--- src/rtl/uart_rx_param.sv ---
// Parametrised UART receiver: configurable data width, optional odd/even parity,
// one or two stop bits, input synchroniser, start-glitch rejection and error flags.
module uart_rx_param #(
    parameter int CLKS_PER_BIT = 217,
    parameter int DATA_BITS    = 8,
    parameter int PARITY       = 0,
    parameter int STOP_BITS    = 1
) (
    input  logic                 i_Clock,
    input  logic                 i_Reset,
    input  logic                 i_RX_Serial,
    output logic                 o_RX_DV,
    output logic [DATA_BITS-1:0] o_RX_Byte,
    output logic                 o_Parity_Err,
    output logic                 o_Frame_Err,
    output logic                 o_Busy
);

    localparam int CNT_W = $clog2(CLKS_PER_BIT);
    localparam int IDX_W = $clog2(DATA_BITS) + 1;

    localparam logic [CNT_W-1:0] HALF_BIT  = CNT_W'((CLKS_PER_BIT - 1) / 2);
    localparam logic [CNT_W-1:0] LAST_CLK  = CNT_W'(CLKS_PER_BIT - 1);
    localparam logic [IDX_W-1:0] LAST_BIT  = IDX_W'(DATA_BITS - 1);
    localparam logic [IDX_W-1:0] LAST_STOP = IDX_W'(STOP_BITS - 1);

    typedef enum logic [2:0] {
        S_IDLE,
        S_START,
        S_DATA,
        S_PARITY,
        S_STOP,
        S_WAIT_HIGH
    } state_t;

    state_t                 r_State;
    logic                   r_Sync1;
    logic                   r_Sync2;
    logic [CNT_W-1:0]       r_Clk_Cnt;
    logic [IDX_W-1:0]       r_Bit_Idx;
    logic [DATA_BITS-1:0]   r_Data;
    logic                   r_Par_Err;
    logic                   r_Stop_Low;
    logic                   r_RX_DV;
    logic [DATA_BITS-1:0]   r_RX_Byte;
    logic                   r_Parity_Err;
    logic                   r_Frame_Err;
    logic                   w_Stop_Err;
    logic                   w_Data_Xor;

    // Idle-high reset value keeps a freshly reset receiver from seeing a false start.
    always_ff @(posedge i_Clock) begin
        if (i_Reset) begin
            r_Sync1 <= 1'b1;
            r_Sync2 <= 1'b1;
        end else begin
            r_Sync1 <= i_RX_Serial;
            r_Sync2 <= r_Sync1;
        end
    end

    assign w_Stop_Err = r_Stop_Low | ~r_Sync2;
    assign w_Data_Xor = ^{r_Data, r_Sync2};

    always_ff @(posedge i_Clock) begin
        if (i_Reset) begin
            r_State      <= S_IDLE;
            r_Clk_Cnt    <= '0;
            r_Bit_Idx    <= '0;
            r_Data       <= '0;
            r_Par_Err    <= 1'b0;
            r_Stop_Low   <= 1'b0;
            r_RX_DV      <= 1'b0;
            r_RX_Byte    <= '0;
            r_Parity_Err <= 1'b0;
            r_Frame_Err  <= 1'b0;
        end else begin
            r_RX_DV <= 1'b0;
            case (r_State)
                S_IDLE: begin
                    r_Clk_Cnt <= '0;
                    r_Bit_Idx <= '0;
                    if (!r_Sync2) begin
                        r_State <= S_START;
                    end
                end

                // A start bit that is high again at mid-bit is treated as noise.
                S_START: begin
                    if (r_Clk_Cnt == HALF_BIT) begin
                        r_Clk_Cnt <= '0;
                        r_Bit_Idx <= '0;
                        if (!r_Sync2) begin
                            r_State    <= S_DATA;
                            r_Par_Err  <= 1'b0;
                            r_Stop_Low <= 1'b0;
                        end else begin
                            r_State <= S_IDLE;
                        end
                    end else begin
                        r_Clk_Cnt <= r_Clk_Cnt + 1'b1;
                    end
                end

                // LSB arrives first, so shifting in from the top leaves it at bit 0.
                S_DATA: begin
                    if (r_Clk_Cnt == LAST_CLK) begin
                        r_Clk_Cnt <= '0;
                        r_Data    <= {r_Sync2, r_Data[DATA_BITS-1:1]};
                        if (r_Bit_Idx == LAST_BIT) begin
                            r_Bit_Idx <= '0;
                            r_State   <= (PARITY != 0) ? S_PARITY : S_STOP;
                        end else begin
                            r_Bit_Idx <= r_Bit_Idx + 1'b1;
                        end
                    end else begin
                        r_Clk_Cnt <= r_Clk_Cnt + 1'b1;
                    end
                end

                S_PARITY: begin
                    if (r_Clk_Cnt == LAST_CLK) begin
                        r_Clk_Cnt <= '0;
                        r_Par_Err <= (PARITY == 1) ? ~w_Data_Xor : w_Data_Xor;
                        r_State   <= S_STOP;
                    end else begin
                        r_Clk_Cnt <= r_Clk_Cnt + 1'b1;
                    end
                end

                S_STOP: begin
                    if (r_Clk_Cnt == LAST_CLK) begin
                        r_Clk_Cnt <= '0;
                        if (r_Bit_Idx == LAST_STOP) begin
                            r_Bit_Idx    <= '0;
                            r_RX_DV      <= 1'b1;
                            r_RX_Byte    <= r_Data;
                            r_Parity_Err <= r_Par_Err;
                            r_Frame_Err  <= w_Stop_Err;
                            r_State      <= w_Stop_Err ? S_WAIT_HIGH : S_IDLE;
                        end else begin
                            r_Bit_Idx  <= r_Bit_Idx + 1'b1;
                            r_Stop_Low <= w_Stop_Err;
                        end
                    end else begin
                        r_Clk_Cnt <= r_Clk_Cnt + 1'b1;
                    end
                end

                // A line held low (break) must not be mistaken for a new start bit.
                S_WAIT_HIGH: begin
                    r_Clk_Cnt <= '0;
                    if (r_Sync2) begin
                        r_State <= S_IDLE;
                    end
                end

                default: begin
                    r_State <= S_IDLE;
                end
            endcase
        end
    end

    assign o_RX_DV      = r_RX_DV;
    assign o_RX_Byte    = r_RX_Byte;
    assign o_Parity_Err = r_Parity_Err;
    assign o_Frame_Err  = r_Frame_Err;
    assign o_Busy       = (r_State != S_IDLE);

endmodule

--- config.mk ---
export PLATFORM = sky130hd
export DESIGN_NAME = uart_rx_param
export DESIGN_NICKNAME = d
export VERILOG_FILES = /design/src/rtl/uart_rx_param.sv
export SDC_FILE = /design/constraint.sdc
export NUM_CORES = 1
export LEC_CHECK = 0
export CORE_AREA = 5 5 65 97
export CTS_CLUSTER_SIZE = 40
export DETAILED_ROUTE_END_ITERATION = 7
export DIE_AREA = 0 0 70 102
export PLACE_DENSITY_LB_ADDON = 0.08
export SYNTH_ARGS = -nofsm -noshare
export SYNTH_HDL_FRONTEND = slang
export SYNTH_SLANG_ARGS = --single-unit
--- constraint.sdc ---
create_clock -name i_Clock -period 1.95 [get_ports i_Clock]
set_clock_uncertainty 0.15 [all_clocks]
set_input_delay 0.4875 -clock i_Clock [delete_from_list [all_inputs] [get_ports i_Clock]]
set_output_delay 0.4875 -clock i_Clock [all_outputs]
set_load 0.01 [all_outputs]
Word level (Yosys, flattened, before mapping). Cells that the tools add are included.

Word-level logic and storage cells: 81. Output and inout bits: 12. Register bits after elaboration: 38.

Multiplexer cells: 28. Equal/unequal tests: 18. Reduce and logical (&&, ||, !) cells: 17. Bitwise operators: 4. Add/subtract/negate cells: 2.

Operators by type and width (count): $mux W3 (9); $pmux W8 S3 (1); $mux W4 (5); $ne A2 B2 Y1 const B (10); $pmux W3 S6 (1); $mux W8 (2); $pmux W4 S4 (1); $reduce_xor A9 Y1 (1); $add A8 B1 Y8 const B (1); $eq A8 B7 Y1 const B (1); $eq A8 B8 Y1 const B (1); $reduce_and A4 Y1 (2); $reduce_and A8 Y1 (1); $eq A3 B2 Y1 const B (2); $eq A3 B3 Y1 const B (2); $mux W1 (6); $reduce_bool A3 Y1 (2); $reduce_or A3 Y1 (2); $reduce_and A5 Y1 (1); $add A4 B1 Y4 const B (1); $eq A4 B3 Y1 const B (1); $logic_not A4 Y1 (1); $pmux W1 S2 (2); $reduce_bool A2 Y1 (2); 9 further kinds (11).

Longest topological paths before layout.
Depth after elaboration: 6. Depth in mapped cells: 9.

Worst setup path before layout. Ideal clock, no wire load.

Path type: register -> register. From: reg r_Clk_Cnt[0]. To: reg r_Bit_Idx[2]. Cell stages (with the launch flop): 8. Required time: 1.688 ns. Period minus slack after synthesis: 2.131 ns. Path slack: -0.181 ns. Arrival time: 1.869 ns. Path through: dfxtp_1 > inv_1 > ha_1 > nand4b_1 > o21ai_2 > a222oi_1 > a21oi_1 > a2111oi_1.

Longest elaborated chain between the ends: 3. Elaborated cells on any way between the ends: 6. Classes of those cells: eq/ne (5); reduce/logical (1).

RTL lines: start: declaration (line 39) `logic [CNT_W-1:0] r_Clk_Cnt;`; start signal: assignment (line 101) `r_Clk_Cnt <= r_Clk_Cnt + 1'b1;`; start signal: assignment (line 117) `r_Clk_Cnt <= r_Clk_Cnt + 1'b1;`; start signal: assignment (line 127) `r_Clk_Cnt <= r_Clk_Cnt + 1'b1;`; $eq A8 B8 Y1 / $eq A8 B7 Y1 (equally long branches) (line 107, 132, 90); $ne A2 B2 Y1 (no line); $reduce_and A4 Y1 (no line) (*); end signal: assignment (line 114) `r_Bit_Idx <= r_Bit_Idx + 1'b1;`; end signal: assignment (line 142) `r_Bit_Idx <= r_Bit_Idx + 1'b1;`; end: declaration (line 40) `logic [IDX_W-1:0] r_Bit_Idx;`.

Mark *: on every way between the ends. The rest lies on a longest branch, timed or not. A chain may end at the register's enable or synchronous reset.

Final worst setup path.
From: reg r_Clk_Cnt[1]. To: reg r_Bit_Idx[3].

Same word-level chain as after synthesis.

==> flow_summary.html <==
<table>
<tr><th>Metric</th><th>Value</th></tr>
<tr><th colspan="2">Worst setup path</th></tr>
<tr><td>CP max FO</td><td>5</td></tr>
<tr><td>First element of the critical path</td><td>r_Clk_Cnt[1]$_SDFFE_PP0P_</td></tr>
<tr><td>Worst reg2reg path endpoint</td><td>r_Bit_Idx[3]$_SDFFE_PP0P_</td></tr>
<tr><td>R2r startpoint</td><td>r_Clk_Cnt[1]$_SDFFE_PP0P_</td></tr>
<tr><td>Required time of the critical path</td><td>2.02 ns</td></tr>
<tr><td>Number of cell instances on the worst register-to-register path</td><td>8</td></tr>
<tr><td>Startpoint Class</td><td>register</td></tr>
<tr><td>Worst EP arrival</td><td>2.09 ns</td></tr>
<tr><td>Minimum setup slack among reg-to-reg paths</td><td>-0.07 ns</td></tr>
<tr><td>Critical Path End Type</td><td>register</td></tr>
<tr><td>Worst Setup Path Type</td><td>register to register</td></tr>
<tr><td>Endpoint of the most critical setup path</td><td>r_Bit_Idx[3]$_SDFFE_PP0P_</td></tr>
<tr><th colspan="2">STA</th></tr>
<tr><td>Unrepaired setup endpoints after global routing</td><td>yes</td></tr>
<tr><td>Final cycle utilization of the critical path</td><td>103%</td></tr>
<tr><td>Slew @ Worst Pin</td><td>0.467 ns</td></tr>
<tr><td>Count of final setup violators</td><td>3</td></tr>
<tr><td>Worst slew margin relative to its limit</td><td>68.8%</td></tr>
<tr><td>Setup total negative slack</td><td>-0.121 ns</td></tr>
<tr><td>Maximum clock frequency</td><td>0.496 GHz</td></tr>
<tr><td>Max-slew violations</td><td>0</td></tr>
<tr><td>Final Critical Period</td><td>2.02 ns</td></tr>
<tr><td>Final WS setup</td><td>-0.0651 ns</td></tr>
<tr><td>Hold Vio Cnt, Final</td><td>0</td></tr>
<tr><th colspan="2">Finish</th></tr>
<tr><td>Core utilization of the finished layout</td><td>47.0%</td></tr>
<tr><td>Final antenna diode count</td><td>0</td></tr>
<tr><td>Commonest cells after routing, fill and taps aside</td><td>nor2_1, dfxtp_1, buf_4</td></tr>
<tr><td>Layout Nets</td><td>257</td></tr>
<tr><td>Fraction of final layout cells sized beyond drive strength 1</td><td>31.9%</td></tr>
<tr><td>Most frequent standard cell in the layout excluding fill and tap cells</td><td>nor2_1</td></tr>
<tr><td>Area added between synthesis and finish</td><td>38.3%</td></tr>
<tr><th colspan="2">Logic synthesis</th></tr>
<tr><td>Synthesized instance count</td><td>202</td></tr>
<tr><td>Sequential element share of the synthesized area</td><td>41.7%</td></tr>
<tr><td>Most common flop cell mapped by yosys</td><td>dfxtp_1</td></tr>
<tr><td>Synthesized area per cell</td><td>9.04 um^2</td></tr>
<tr><td>Cell types occupying the most area after synthesis</td><td>dfxtp_1, mux2i_1, nor2_1</td></tr>
<tr><td>Post-synthesis instance area</td><td>1830 um^2</td></tr>
<tr><td>Count of synthesis-stage warnings from yosys</td><td>0</td></tr>
<tr><td>Number of enable-type register cells in the synthesized netlist</td><td>0</td></tr>
<tr><td>Syn Nets</td><td>209</td></tr>
<tr><td>Proportion of synthesized flip-flops having asynchronous set or reset</td><td>0%</td></tr>
<tr><td>Top-area cell type share of the netlist area</td><td>41.7%</td></tr>
<tr><td>Number of flip-flops and latches in the synthesized netlist</td><td>38</td></tr>
<tr><td>Number of unique standard cell types used by synthesis</td><td>45</td></tr>
<tr><td>Library cell occupying the most area in the post-synthesis netlist</td><td>dfxtp_1</td></tr>
<tr><th colspan="2">Power and ir drop</th></tr>
<tr><td>Leakage dissipation</td><td>0.000932 uW</td></tr>
<tr><td>PnR Total Power</td><td>1590 uW</td></tr>
<tr><td>Power density cells</td><td>628 nW/um^2</td></tr>
<tr><td>Maximum vdd drop</td><td>0.000430 V</td></tr>
<tr><th colspan="2">Die</th></tr>
<tr><td>Die X</td><td>70 um</td></tr>
<tr><td>Std-Cell Rows</td><td>33</td></tr>
<tr><td>Placeable core area</td><td>5370 um^2</td></tr>
<tr><td>Initial Util</td><td>34.0%</td></tr>
<tr><td>Die outline height</td><td>102 um</td></tr>
<tr><td>Die Outline Area</td><td>7140 um^2</td></tr>
<tr><td>Number of top-level pins</td><td>15</td></tr>
<tr><th colspan="2">Placement</th></tr>
<tr><td>Port-buffer cells</td><td>14</td></tr>
<tr><td>Final HPWL DP</td><td>3320 um</td></tr>
<tr><td>Routability-driven placement congestion ratio</td><td>0.829</td></tr>
<tr><th colspan="2">CTS</th></tr>
<tr><td>CTS H-tree depth</td><td>2</td></tr>
<tr><td>Register clock-pin slew on the reported worst setup and hold paths</td><td>0.08 ns</td></tr>
<tr><td>TritonCTS clock tree</td><td>yes</td></tr>
<tr><td>Number of hold buffers added after CTS</td><td>0</td></tr>
<tr><td>Clock latency on the worst-skew pair</td><td>0.29 ns</td></tr>
<tr><td>Clock buffers created by TritonCTS</td><td>5</td></tr>
<tr><td>TritonCTS sink count</td><td>38</td></tr>
<tr><td>Number of buffers on the longest clock path</td><td>2</td></tr>
<tr><td>Clk Tree Root Cell</td><td>clkbuf_8</td></tr>
<tr><th colspan="2">Routing</th></tr>
<tr><td>Vias after detailed routing</td><td>1,583</td></tr>
<tr><td>DRC violation total after the first TritonRoute iteration</td><td>74</td></tr>
<tr><td>Aggregate routed wire length</td><td>4430 um</td></tr>
<tr><td>First drt pass iteration count</td><td>4</td></tr>
<tr><td>Routed len/inst</td><td>13.8 um</td></tr>
<tr><td>Number of nets with antenna violations after routing</td><td>0</td></tr>
<tr><td>Post-route DRC violation count</td><td>0</td></tr>
<tr><td>Vias/cell</td><td>4.93</td></tr>
<tr><th colspan="2">Hold path</th></tr>
<tr><td>Classification of the worst-slack hold path</td><td>register to register</td></tr>
<tr><th colspan="2">Run status</th></tr>
<tr><td>Status</td><td>complete, but fails checks</td></tr>
<tr><td>Failing checks</td><td>negative setup slack</td></tr>
<tr><th colspan="2">Global route</th></tr>
<tr><td>GRT Resource Usage Total</td><td>12.5%</td></tr>
<tr><td>Initial antenna violation count</td><td>0</td></tr>
<tr><td>Number of global-route vias before repair</td><td>1,590</td></tr>
<tr><td>Maximum number of pins on one net before global-route repair</td><td>18</td></tr>
<tr><td>Total congestion overflow after global routing</td><td>0</td></tr>
<tr><td>Wire length of the first global-routing pass</td><td>7200 um</td></tr>
<tr><th colspan="2">Run</th></tr>
<tr><td>Max cap viols</td><td>0</td></tr>
</table>
## cell usage after synthesis, drive strengths merged (3+ instances only)
cell	number
nor2	39
dfxtp	38
mux2i	18
nand2	12
a21oi	11
xor2	7
inv	6
xnor2	6
clkbuf	5
buf	4
ha	4
nand3	4
nand4	4
and3	3
nor3b	3
o21ai	3
or2	3
or3b	3
## registers in the layout, indices dropped and copies added, names as in the netlist
name / flops
o_RX_Byte: 8
r_Clk_Cnt: 8
r_Data: 8
r_Bit_Idx: 4
r_State: 3
o_Frame_Err: 1
o_Parity_Err: 1
o_RX_DV: 1
r_Par_Err: 1
r_Stop_Low: 1
r_Sync1: 1
r_Sync2: 1
## layout make-up
class / count / area (um^2)
Fill cell: 545 / 2840
Inverter: 6 / 22.5
Clock inverter: 3 / 21.3
Multi-Input combinational cell: 149 / 1090
Clock buffer: 5 / 68.8
Tap cell: 70 / 87.6
Sequential cell: 38 / 771
Timing Repair Buffer: 50 / 460
## through the flow
stage | worst slack [ns] | instances | hold slack (ns) | instance area (um^2)
floorplan | 0.00674 | 202 | 0.239 | 1830
global placement | -0.0629 | 308 | 0.248 | 2270
detailed placement | -0.0598 | 308 | 0.250 | 2270
CTS | -0.0422 | 317 | 0.274 | 2410
global route | -0.153 | 321 | 0.314 | 2520
finish | -0.0651 | 321 | 0.269 | 2520
## routing by layer
metal | up-vias | track usage, % | share of wire (%)
met4 | 0 | 4.13 | 1.7
met3 | 8 | 2.66 | 2.6
met1 | 763 | 12.7 | 39
met2 | 19 | 25.1 | 57
met5 | - | 0 | 0
li1 | 793 | - | -
## power by group
group,switching [uW],total [uW],internal [uW]
sequential,15.4,807,792
combinational,123,243,120
clock,285,536,251
## cell families after synthesis
kind of cell | after synthesis | synth area share [%]
AOI/OAI and AO/OA | 27 | 10.3
muxes | 19 | 10.5
adders and majority gates | 4 | 2.74
and+or+nand+nor | 85 | 23.6
xor gates and xnor gates | 14 | 7.47
DFF | 38 | 41.7
buffers and inverters | 15 | 3.70
## worst min-delay path by stage
| stage | from | endpoint | slack [ns] | depth (start not counted) |
|---|---|---|---|---|
| 6_report | r_Sync1$_SDFF_PP1_ | r_Sync2$_SDFF_PP1_ | 0.27 | 1 |
| 5_1_grt | r_Sync1$_SDFF_PP1_ | r_Sync2$_SDFF_PP1_ | 0.31 | 1 |
| 3_5_place_dp | r_Sync1$_SDFF_PP1_ | r_Sync2$_SDFF_PP1_ | 0.25 | 1 |
| 2_1_floorplan | r_Sync1$_SDFF_PP1_ | r_Sync2$_SDFF_PP1_ | 0.24 | 1 |
| 3_3_place_gp | r_Sync1$_SDFF_PP1_ | r_Sync2$_SDFF_PP1_ | 0.25 | 1 |
| 4_1_cts | r_Sync1$_SDFF_PP1_ | r_Sync2$_SDFF_PP1_ | 0.27 | 1 |
## worst max-delay path, cell delays in order, from the launching register on
cell and delay [ns]:
dfxtp_2 0.33, inv_2 0.06, ha_4 0.13, nand4b_1 0.20, o21ai_2 0.19, a222oi_1 0.12, buf_4 0.16, or4_4 0.48
a21oi_2 0.12
## timing repair
| action | CTS | global route |
|---|---|---|
| pin swaps | 2 | 2 |
| gates resized for setup | 12 | 17 |
| gates cloned | 0 | 1 |
| setup endpoints to repair | 9 | 21 |
| buffers inserted | 1 | 4 |
Power figures use the tool's default switching activity.
